`config.mk`:
```
export PLATFORM = sky130hd
export DESIGN_NAME = mem_stage
export DESIGN_NICKNAME = d
export VERILOG_FILES = /design/src/rtl/mem_stage.sv
export SDC_FILE = /design/constraint.sdc
export NUM_CORES = 1
export LEC_CHECK = 0
export ABC_AREA = 1
export CAP_MARGIN = 15
export CORE_AREA = 2 2 179 181
export CTS_CLUSTER_SIZE = 20
export DETAILED_ROUTE_END_ITERATION = 16
export DIE_AREA = 0 0 181 183
export GPL_TIMING_DRIVEN = 0
export HOLD_SLACK_MARGIN = 0.12
export SYNTH_ARGS = -nofsm -noshare
export SYNTH_HDL_FRONTEND = slang
export SYNTH_SLANG_ARGS = --single-unit
export TNS_END_PERCENT = 50
```
`constraint.sdc`:
```
create_clock -name clk -period 1.4 [get_ports clk]
set_input_delay 0.14 -clock clk [delete_from_list [all_inputs] [get_ports clk]]
set_output_delay 0.14 -clock clk [all_outputs]
set_load 0.02 [all_outputs]
```
`src/rtl/mem_stage.sv`:
```
// MIPS M stage: data-memory req/ack access, load extension and the M/W register.
// Optional access timeout/abort is enabled by defining DM_TIMEOUT_EN.
module mem_stage #(
  parameter int unsigned TIMEOUT = 16
) (
  input  logic        clk,
  input  logic        reset,
  input  logic [31:0] M_PC,
  input  logic [31:0] M_ins,
  input  logic [31:0] M_alu_res,
  input  logic [31:0] M_reg_rs,
  input  logic [31:0] M_reg_rt,
  output logic        dm_req,
  output logic        dm_we,
  output logic [31:0] dm_addr,
  output logic [3:0]  dm_be,
  output logic [31:0] dm_wdata,
  input  logic        dm_ack,
  input  logic [31:0] dm_rdata,
  output logic        m_stall,
  output logic        m_addr_err,
  output logic        m_timeout,
  output logic [31:0] W_PC,
  output logic [31:0] W_ins,
  output logic [31:0] W_alu_res,
  output logic [31:0] W_reg_rs,
  output logic [31:0] W_reg_rt,
  output logic [31:0] W_mem_read
);

  typedef enum logic [0:0] {IDLE = 1'b0, BUSY = 1'b1} state_t;

  localparam logic [1:0] SZ_BYTE = 2'd0;
  localparam logic [1:0] SZ_HALF = 2'd1;
  localparam logic [1:0] SZ_WORD = 2'd2;

  state_t      state_q, state_d;
  logic        is_load_s, is_store_s, uns_s, misalign_s, mem_op_s, abort_s;
  logic [1:0]  size_s;
  logic [7:0]  byte_s;
  logic [15:0] half_s;
  logic [31:0] ext_s;
  logic [31:0] w_pc_q, w_ins_q, w_alu_q, w_rs_q, w_rt_q, w_mr_q;
  logic [31:0] w_pc_d, w_ins_d, w_alu_d, w_rs_d, w_rt_d, w_mr_d;

  // Opcode decode and alignment check
  always_comb begin
    is_load_s  = 1'b0;
    is_store_s = 1'b0;
    uns_s      = 1'b0;
    size_s     = SZ_WORD;
    case (M_ins[31:26])
      6'h20: begin is_load_s = 1'b1; size_s = SZ_BYTE; end
      6'h21: begin is_load_s = 1'b1; size_s = SZ_HALF; end
      6'h23: begin is_load_s = 1'b1; size_s = SZ_WORD; end
      6'h24: begin is_load_s = 1'b1; size_s = SZ_BYTE; uns_s = 1'b1; end
      6'h25: begin is_load_s = 1'b1; size_s = SZ_HALF; uns_s = 1'b1; end
      6'h28: begin is_store_s = 1'b1; size_s = SZ_BYTE; end
      6'h29: begin is_store_s = 1'b1; size_s = SZ_HALF; end
      6'h2b: begin is_store_s = 1'b1; size_s = SZ_WORD; end
      default: begin is_load_s = 1'b0; is_store_s = 1'b0; end
    endcase
    misalign_s = (is_load_s | is_store_s) &
                 (((size_s == SZ_HALF) & M_alu_res[0]) |
                  ((size_s == SZ_WORD) & (M_alu_res[1:0] != 2'b00)));
    mem_op_s   = (is_load_s | is_store_s) & ~misalign_s;
  end

`ifdef DM_TIMEOUT_EN
  localparam int unsigned CW = $clog2(TIMEOUT + 1);
  logic [CW-1:0] cnt_q, cnt_d;
  logic          timeout_q, timeout_d;

  assign abort_s   = (state_q == BUSY) & (cnt_q == CW'(TIMEOUT)) & ~dm_ack;
  assign m_timeout = timeout_q;

  // Wait counter: cleared on entry to BUSY, saturates at TIMEOUT
  always_comb begin
    cnt_d     = cnt_q;
    timeout_d = timeout_q | abort_s;
    if ((state_q == IDLE) && (state_d == BUSY)) begin
      cnt_d = {CW{1'b0}};
    end else if ((state_q == BUSY) && (cnt_q != CW'(TIMEOUT))) begin
      cnt_d = cnt_q + {{(CW-1){1'b0}}, 1'b1};
    end else begin
      cnt_d = cnt_q;
    end
  end

  // Timeout counter and sticky abort flag
  always_ff @(posedge clk or negedge reset) begin
    if (!reset) begin
      cnt_q     <= {CW{1'b0}};
      timeout_q <= 1'b0;
    end else begin
      cnt_q     <= cnt_d;
      timeout_q <= timeout_d;
    end
  end
`else
  assign abort_s   = 1'b0;
  assign m_timeout = 1'b0;
`endif

  // reset gates the handshake so dm_req drops the moment reset asserts
  assign dm_req     = reset & mem_op_s & ~abort_s;
  assign m_stall    = reset & mem_op_s & ~dm_ack & ~abort_s;
  assign m_addr_err = misalign_s;
  assign dm_we      = is_store_s & mem_op_s;
  assign dm_addr    = {M_alu_res[31:2], 2'b00};

  // Store lane steering and byte enables
  always_comb begin
    dm_be    = 4'b0000;
    dm_wdata = 32'h0000_0000;
    if (is_load_s) begin
      dm_be = 4'b1111;
    end else if (is_store_s) begin
      case (size_s)
        SZ_BYTE: begin
          dm_be    = 4'b0001 << M_alu_res[1:0];
          dm_wdata = {4{M_reg_rt[7:0]}};
        end
        SZ_HALF: begin
          dm_be    = M_alu_res[1] ? 4'b1100 : 4'b0011;
          dm_wdata = {2{M_reg_rt[15:0]}};
        end
        default: begin
          dm_be    = 4'b1111;
          dm_wdata = M_reg_rt;
        end
      endcase
    end else begin
      dm_be = 4'b0000;
    end
  end

  // Load lane select and extension
  always_comb begin
    case (M_alu_res[1:0])
      2'd0:    byte_s = dm_rdata[7:0];
      2'd1:    byte_s = dm_rdata[15:8];
      2'd2:    byte_s = dm_rdata[23:16];
      default: byte_s = dm_rdata[31:24];
    endcase
    half_s = M_alu_res[1] ? dm_rdata[31:16] : dm_rdata[15:0];
    case (size_s)
      SZ_BYTE: ext_s = uns_s ? {24'h00_0000, byte_s} : {{24{byte_s[7]}}, byte_s};
      SZ_HALF: ext_s = uns_s ? {16'h0000, half_s} : {{16{half_s[15]}}, half_s};
      default: ext_s = dm_rdata;
    endcase
  end

  // Next state and M/W register contents (bubble while stalled)
  always_comb begin
    state_d = state_q;
    case (state_q)
      IDLE: begin
        if (mem_op_s && !dm_ack) state_d = BUSY;
        else                     state_d = IDLE;
      end
      BUSY: begin
        if (dm_ack || abort_s || !mem_op_s) state_d = IDLE;
        else                                state_d = BUSY;
      end
      default: state_d = IDLE;
    endcase

    if (m_stall) begin
      w_pc_d  = 32'h0000_0000;
      w_ins_d = 32'h0000_0000;
      w_alu_d = 32'h0000_0000;
      w_rs_d  = 32'h0000_0000;
      w_rt_d  = 32'h0000_0000;
      w_mr_d  = 32'h0000_0000;
    end else begin
      w_pc_d  = M_PC;
      w_ins_d = M_ins;
      w_alu_d = M_alu_res;
      w_rs_d  = M_reg_rs;
      w_rt_d  = M_reg_rt;
      w_mr_d  = (is_load_s && mem_op_s && dm_ack) ? ext_s : 32'h0000_0000;
    end
  end

  // FSM state and M/W pipeline register
  always_ff @(posedge clk or negedge reset) begin
    if (!reset) begin
      state_q <= IDLE;
      w_pc_q  <= 32'h0000_0000;
      w_ins_q <= 32'h0000_0000;
      w_alu_q <= 32'h0000_0000;
      w_rs_q  <= 32'h0000_0000;
      w_rt_q  <= 32'h0000_0000;
      w_mr_q  <= 32'h0000_0000;
    end else begin
      state_q <= state_d;
      w_pc_q  <= w_pc_d;
      w_ins_q <= w_ins_d;
      w_alu_q <= w_alu_d;
      w_rs_q  <= w_rs_d;
      w_rt_q  <= w_rt_d;
      w_mr_q  <= w_mr_d;
    end
  end

  assign W_PC       = w_pc_q;
  assign W_ins      = w_ins_q;
  assign W_alu_res  = w_alu_q;
  assign W_reg_rs   = w_rs_q;
  assign W_reg_rt   = w_rt_q;
  assign W_mem_read = w_mr_q;

endmodule

```
==> reports/metrics.yaml <==
power_and_ir_drop:
  seq_power_share_pct: 43.2
  power_density_mw_per_mm2: 972
  switching_share_pct: 27.0
  p_int_mw: 9.88
  comb_power_share_pct: 18.2
  power.leakage_nw: 7.74
  p_sw_mw: 3.65
  power_frac_clock_pct: 38.6
  ir_drop_uv: 758
critical_path:
  cpMaxStageDelayCell: "buf_4"
  slowest_delay_ps: 160
  crit_chain: "buf_8, inv_6, nand2_8, a21oi_4, nand2_4, buf_8, nor2_4, buf_6, clkinv_8, o22ai_2, nor2_1, buf_4"
  cp-end-kind: "output port"
  path_class: "input pin to output port"
  cp.arrival_ps: 1380
  path_common_cell: "buf_8"
  cp_data_required_time_ps: 1260
  crit_path_start_kind: "input pin"
  crit_fanout: 4
route:
  vias_per_cell: 4.14
  wl_um: 31400
  vias: 7497
  first_pass_iters: 5
  route.detailed.drc: 0
  wire_per_inst_um: 17.3
  ant_nets: 0
  first_iter_violations: 401
synth:
  synth.distinct_cells: 29
  yosys.area_share.adder_pct: 0
  netlist_area_mm2: 0.00782
  synth_area_leaders: "dfrtp_1, nand2_1, inv_1, buf_4, o21ai_0"
  yosysTopAreaCell: "dfrtp_1"
  ys_warn_count: 0
  synth-simple-area-share_pct: 16.2
  yosysTopAreaCellShare_pct: 61.4
  netlist_instances: 879
  ys_ff_latch: 192
  synth_top_family_by_area: "simple AND/OR/NAND/NOR gates"
  synthXorXnorAreaFrac_pct: 0
  async_flop_share_pct: 100
  syn_area_per_cell_um2: 8.90
  seq_area_frac_synth_pct: 61.4
  synth_compound_area_share_pct: 6.94
  synth_flop_cell: "dfrtp_1"
  synth-edff-count: 0
  synth_mux_area_share_pct: 0
die:
  die_area_mm2: 0.0331
  floorplan.initialDensity_pct: 25.0
  chipHeight_um: 183
  core_region_area_mm2: 0.0312
  rows: 65
  die_w_um: 181
  ios: 460
outcome:
  status: "complete, but fails checks"
  violations: "negative hold slack, negative setup slack"
timing:
  hold_viol_final: 87
  slew_violations: 0
  tightestPinTransition_ps: 565
  finalSetupViolations: 14
  post-route-min-period_ps: 1520
  fin_ws_ps: -123
  finalCritPeriodShare_pct: 109
  relSlewSlack_pct: 62.4
  holdWs_ps: -392
  max_freq_mhz: 657
  rsz0062_at_grt: "yes"
global_routing:
  grt_pass1_wl_um: 46600
  grt_max_degree: 106
  first_global_vias: 7641
  grt.overflow.total: 0
  antenna_found_initial: 1
  grt_usage_pct: 18.8
finish:
  most-common-layout-cells: "nand2_1, dlygate4sd2_1, dfrtp_1"
  layout-drive-gt1-share_pct: 19.2
  mostFrequentLayoutCell: "nand2_1"
  area_growth_pct: 78.0
  fillers: 3165
  final_util_pct: 44.6
  fin_nets: 1590
  antenna-diode-count: 0
clock_network:
  tritoncts: "done"
  cts_made_buffers: 17
  clk_pin_slew_ps: 70
  clockBufferDepth: 2
  htree_num_levels: 4
  postCtsHoldBufs: 7
  cts.sinks: 192
  clockRootBuffer: "clkbuf_16"
min_path:
  hp-class: "input pin to asynchronous set/reset pin"
placed_design:
  dpl.hpwl_um: 23700
  gp_congestion: 0.872
  port_buffers: 454
job:
  cap_violations: 0
==> cells in the mapped netlist, types with 4 or more instances <==
master,instances
nand2_1,214
dfrtp_1,192
inv_1,192
nor2_1,67
o21ai_0,54
buf_4,44
nand3_1,24
a21oi_1,21
inv_2,11
clkbuf_1,10
buf_2,8
o22ai_1,8
nand2_2,7
o21bai_1,6
a31oi_1,4
==> flip-flops by register name, indices dropped and copies added (netlist names) <==
signal and count:
W_PC 32, W_alu_res 32, W_ins 32, W_mem_read 32, W_reg_rs 32, W_reg_rt 32
==> area by class of cell <==
| class | instances | area [um2] | share of cell area, % |
|---|---|---|---|
| buffer | 65 | 529 | 3.80 |
| clock buffer | 19 | 453 | 3.25 |
| clock inverter | 13 | 171 | 1.23 |
| inverter | 205 | 810 | 5.81 |
| multi-input combinational | 418 | 2080 | 15.0 |
| sequential | 192 | 4800 | 34.5 |
| tap | 402 | 503 | 3.61 |
| timing repair buffer | 495 | 4550 | 32.7 |
| timing repair inverter | 1 | 16.3 | 0.117 |
==> worst paths after layout <==
kind	from	end	slack, ps	cells past startpoint
setup / recovery	M_ins[30]	dm_wdata[28]	-120	12
hold / removal	reset	W_mem_read[5]$_DFF_PN0_	-390	1
max in group asynchronous	reset	W_PC[3]$_DFF_PN0_	880	2
min in group clk	M_reg_rt[2]	W_reg_rt[2]$_DFF_PN0_	170	3
==> power by group through the flow <==
| stage | clock network (mW) | registers [mW] | logic, mW |
|---|---|---|---|
| finish | 5.23 | 5.85 | 2.46 |
| global route | 5.66 | 5.87 | 2.64 |
| CTS | 5.41 | 5.85 | 2.46 |
| detailed placement | 0 | 5.97 | 2.51 |
| global placement | 0 | 5.97 | 2.49 |
| floorplan | 0 | 6.31 | 0.592 |
==> per-layer routing <==
metal | up-vias | track usage (%) | share of wire [%]
met5 | - | 0 | 0.029
li1 | 3566 | - | -
met3 | 42 | 7.05 | 8.8
met2 | 357 | 33.0 | 50
met1 | 3530 | 21.3 | 39
met4 | 2 | 6.11 | 2.3
==> worst max-delay path, delay by kind of cell <==
kind / cells / cell delay [ps]
AO/OA/AOI/OAI: 2 / 230
buffers and inverters: 6 / 660
AND/OR/NAND/NOR: 4 / 350
==> stage by stage <==
step	cell area [um2]	worst slack (ps)	TNS (ps)	std cells	power (mW)
floorplan	7860	-9.26	-91.8	881	6.91
global placement	12900	-9170	-3036760	1737	8.47
detailed placement	12900	-1660	-224010	1738	8.49
CTS	13800	-187	-1170	1804	13.7
global route	13900	-170	-2160	1810	14.2
finish	13900	-123	-1220	1810	13.5
==> repair_timing <==
action,4_1_cts,5_1_grt
buffers inserted,24,7
setup endpoints to repair,453,48
pin swaps,15,9
hold endpoints to repair,94,87
gates resized for setup,533,47
gates cloned,3,0
==> logic make-up (layout without fill, tap and decap cells) <==
kind of cell	count (synthesis)	after routing
buf+inv	271	798
flops	192	192
other cells	1	3
simple gates	316	316
compound gates	99	99
No activity file was read; power rests on OpenSTA's default activity.
==> patch 1, RTL diff (same settings) <==
The option `DM_TIMEOUT_EN` is turned on by a define.
--- a/src/rtl/mem_stage.sv
+++ b/src/rtl/mem_stage.sv
@@ -1,5 +1,7 @@
 // MIPS M stage: data-memory req/ack access, load extension and the M/W register.
 // Optional access timeout/abort is enabled by defining DM_TIMEOUT_EN.
+`define DM_TIMEOUT_EN
+
 module mem_stage #(
   parameter int unsigned TIMEOUT = 16
 ) (
Check against the original RTL: same outputs for any inputs over 4 cycles, from zero or initial values and one cycle with reset low; that may be too few to reach the edited logic, so the function may still have changed.
==> patch 1 against the original RTL <==
The flow still finishes with violations (negative hold slack, negative setup slack); design area grew 10%; area after synthesis increased by 4.5%; sequential cell count grew 7; wire length up 8.5%; fmax fell by 24%; power increased by 7.9%; setup slack lost 490 ps; combinational power rose by 22%; critical path type is now flop to primary output.
==> patch 1: results (changes against the original RTL) <==
\begin{tabular}{lr}
\hline
Metric & Value \\
\hline
\multicolumn{2}{l}{\textbf{STA}} \\
Final hold slack & -349 ps (+42.4 ps) \\
Final setup fails & 381 (+367) \\
Slew at the pin closest to its max-slew limit & 739 ps (+174 ps) \\
Fin worst setup slack & -615 ps (-493 ps) \\
Count of endpoints failing hold in the final timing report & 86 (-1.1\%) \\
\multicolumn{2}{l}{\textbf{GRT}} \\
Number of global-route vias before repair & 8020 (+5.0\%) \\
Met1 layer usage reported by global route & 23.1\% (+1.8 points) \\
Met2 Use GR & 36.9\% (+3.9 points) \\
Largest net degree at the start of global routing & 89 (-16\%) \\
Total GRT Usage & 20.3\% (+1.4 points) \\
\multicolumn{2}{l}{\textbf{Status}} \\
Outcome & finished, violations left \\
Failing checks & negative hold slack, negative setup slack \\
\multicolumn{2}{l}{\textbf{Synthesis}} \\
Top post-synthesis cells by count & 287 x nand2\_1, 199 x dfrtp\_1, 194 x inv\_1, 68 x nor2\_1, 35 x nand3\_1 \\
Synthesized area divided by synthesized cell count & 8.68 um\^{}2 (-2.5\%) \\
Register area share after synthesis & 60.9\% (-0.50 points) \\
Cell types with the largest area share after synthesis & dfrtp\_1 61\%, nand2\_1 13\%, inv\_1 8.9\% \\
\multicolumn{2}{l}{\textbf{Place}} \\
Setup slack after placement & -1560 ps (+101 ps) \\
Detailed placement HPWL & 25.3 mm (+6.5\%) \\
Count of buffers from port buffering & 457 (+0.66\%) \\
Number of placed instances with taps included & 1803 (+3.7\%) \\
Final weighted congestion of routability-driven global placement & 0.934 (+7.0\%) \\
Placed Instance Area & 13400 um\^{}2 (+3.5\%) \\
\multicolumn{2}{l}{\textbf{Setup path}} \\
Slowest cell on crit path & dfrtp\_1 \\
Critical Path Start Type & flop \\
Arrival time of the worst setup path & 1880 ps (+500 ps) \\
Crit Path Max Fanout & 2 (-2) \\
Worst stage delay on the critical path & 370 ps (+210 ps) \\
\multicolumn{2}{l}{\textbf{Route}} \\
Top layer used by detailed routing & met4 \\
Routed length on met2 & 17.8 mm (+14\%) \\
Routed length on met1 & 13.1 mm (+6.2\%) \\
Routed WL & 34.0 mm (+8.5\%) \\
Number of vias per cell & 4.11 (-0.71\%) \\
\multicolumn{2}{l}{\textbf{Clock network}} \\
Post-CTS setup repair buffer count & 35 (+46\%) \\
Resize count post-CTS & 431 (-19\%) \\
\multicolumn{2}{l}{\textbf{Cells and area}} \\
Layout filler cell count & 2903 (-8.3\%) \\
Buffer share of cell area & 37.9\% (+1.4 points) \\
Total of plain and repair buffers excluding clock buffers & 581 (+3.8\%) \\
Final nets & 1675 (+5.3\%) \\
Fraction of final layout cells sized beyond drive strength 1 & 23.1\% (+3.9 points) \\
Area used by multi-input combinational logic & 2560 um\^{}2 (+23\%) \\
Number of multi-input combinational cells in the layout & 463 (+11\%) \\
\multicolumn{2}{l}{\textbf{Power}} \\
Worst IR drop on VDD & 0.725 mV (-4.4\%) \\
Power spent charging and discharging nets & 4.10 mW (+12\%) \\
Reported leakage power & 8.10 nW (+4.7\%) \\
\hline
\end{tabular}
==> patch 1: changes by cell type in the layout (fill, tap and decap cells not counted), moves of 24 or more <==
| cell | delta |
|---|---|
| nand2_1 | +30 |
| clkdlybuf4s50_1 | +168 |
| inv_2 | +27 |
| dlygate4sd2_1 | -154 |
| nand2_2 | +24 |
| buf_4 | -42 |
| buf_6 | +35 |
| o21ai_0 | -31 |
==> patch 1: worst max-delay path, delay by kind of cell (launching register included) <==
kind	cells	cell delay, ps
adder cells (fa/ha/maj)	1	150
AND/OR/NAND/NOR	4	320
buffers and inverters	7	580
flip-flops	1	370
==> patch 1: power groups by stage <==
stage                     Sequential (mW)  Clock [mW]  Combinational, mW
after detailed placement             6.26           0               2.66
after global placement               6.26           0               2.63
after global routing                 6.17        5.86               3.21
after floorplan                      6.60           0              0.685
after CTS                            6.14        5.62               2.94
final                                6.14        5.47               2.99
==> patch 2, RTL diff (same flow settings) <==
Without the edit above. Register the output `m_addr_err`, without a reset; this adds one clock of latency there. The other outputs are not delayed to match.
--- a/src/rtl/mem_stage.sv
+++ b/src/rtl/mem_stage.sv
@@ -105,7 +105,9 @@
   // reset gates the handshake so dm_req drops the moment reset asserts
   assign dm_req     = reset & mem_op_s & ~abort_s;
   assign m_stall    = reset & mem_op_s & ~dm_ack & ~abort_s;
-  assign m_addr_err = misalign_s;
+  always_ff @(posedge clk) begin
+    m_addr_err <= misalign_s;
+  end
   assign dm_we      = is_store_s & mem_op_s;
   assign dm_addr    = {M_alu_res[31:2], 2'b00};
 
Behaviour: not the same (a bounded check fails within 4 cycles, from zero or initial values and one cycle with reset low).
==> patch 2 against the original RTL <==
The flow still finishes with violations (negative hold slack, negative setup slack); wire length grew 5.6%; power grew 1.8%; sequential cell count is 1 higher; area after synthesis rose by 0.58%; design area rose by 2.8%; first-iteration DRC count shrank 29%; setup slack worse by 52 ps; final cell count up 1.4%; critical path type unchanged; critical endpoint is now m_stall; largest cell class unchanged; largest power group unchanged.
==> patch 2: results (changes against the original RTL) <==
\begin{tabular}{lr}
\hline
Metric & Value \\
\hline
\multicolumn{2}{l}{\textbf{Setup path}} \\
Worst stage delay on the critical path & 210 ps (+50 ps) \\
Critical Path Sink & m\_stall \\
\multicolumn{2}{l}{\textbf{Cells and area}} \\
Multi-input gate share of total cell area & 15.1\% (+0.085 points) \\
Layout filler cell count & 3061 (-3.3\%) \\
Area taken by flip-flops and latches & 4820 um\^{}2 (+0.42\%) \\
Clock network area share & 4.51\% (+0.025 points) \\
Total of plain and repair buffers excluding clock buffers & 575 (+2.7\%) \\
Fraction of final layout cells sized beyond drive strength 1 & 27.0\% (+7.9 points) \\
Buffer share of cell area & 37.7\% (+1.2 points) \\
Area used by multi-input combinational logic & 2160 um\^{}2 (+3.4\%) \\
Post-Route Utilization & 45.8\% (+1.3 points) \\
\multicolumn{2}{l}{\textbf{Route}} \\
Number of DRC violations after detailed-routing iteration 0 & 286 (-29\%) \\
Number of vias per cell & 4.14 (-0.11\%) \\
Routed length on met2 & 17.0 mm (+9.4\%) \\
Routed length on met1 & 12.8 mm (+4.2\%) \\
Routed wire length per instance & 18.0 um (+4.1\%) \\
\multicolumn{2}{l}{\textbf{Status}} \\
Outcome & finished, violations left \\
Failing checks & negative hold slack, negative setup slack \\
\multicolumn{2}{l}{\textbf{Clock network}} \\
Resize count post-CTS & 574 (+7.7\%) \\
Clock net sink count & 193 (+0.52\%) \\
Post-CTS setup repair buffer count & 36 (+50\%) \\
\multicolumn{2}{l}{\textbf{Place}} \\
Setup slack after placement & -1560 ps (+97.4 ps) \\
Detailed placement HPWL & 24.4 mm (+2.9\%) \\
Count of buffers from port buffering & 455 (+0.22\%) \\
Final weighted congestion of routability-driven global placement & 0.890 (+2.1\%) \\
\multicolumn{2}{l}{\textbf{GRT}} \\
Number of global-route vias before repair & 7938 (+3.9\%) \\
Met1 layer usage reported by global route & 22.3\% (+1.0 points) \\
Met2 Use GR & 36.4\% (+3.4 points) \\
Met3 routing resource usage after global routing & 6.33\% (-0.71 points) \\
Global-route wire length before repair & 49.0 mm (+5.3\%) \\
Largest net degree at the start of global routing & 53 (-50\%) \\
\multicolumn{2}{l}{\textbf{Synthesis}} \\
Count of distinct cell types in the synthesized netlist & 27 (-6.9\%) \\
Share of synthesized flip-flops with an asynchronous set or reset & 99.5\% (-0.52 points) \\
Register area share after synthesis & 61.3\% (-0.097 points) \\
\multicolumn{2}{l}{\textbf{Power}} \\
Reported leakage power & 7.79 nW (+0.63\%) \\
\multicolumn{2}{l}{\textbf{STA}} \\
Final setup fails & 27 (+13) \\
Count of endpoints failing hold in the final timing report & 145 (+67\%) \\
Fin worst setup slack & -175 ps (-52.0 ps) \\
Final hold slack & -443 ps (-50.8 ps) \\
\hline
\end{tabular}
patch 2: where the power goes:
part	internal [mW]	total (mW)	switching (mW)
clock network	2.91	5.36	2.45
logic	1.19	2.54	1.35
registers	5.82	5.88	0.0576
total	9.92	13.8	3.86
patch 2: logic make-up (layout without fill, tap and decap cells):
kind of cell	count (synthesis)	in the layout	share of synthesized area, %
AND/OR/NAND/NOR	362	362	19.1
buffers and inverters	273	812	15.4
flip-flops	193	193	61.3
AO/OA/AOI/OAI	61	61	4.12
other	1	6	0.0477
patch 2: through the flow:
| stage | power (mW) | instances | setup TNS, ps |
|---|---|---|---|
| 2_1_floorplan | 6.96 | 892 | -343 |
| 3_3_place_gp | 8.52 | 1749 | -2987830 |
| 3_5_place_dp | 8.54 | 1750 | -207980 |
| 4_1_cts | 13.9 | 1829 | -2070 |
| 5_1_grt | 14.4 | 1833 | -7830 |
| 6_report | 13.8 | 1836 | -2330 |
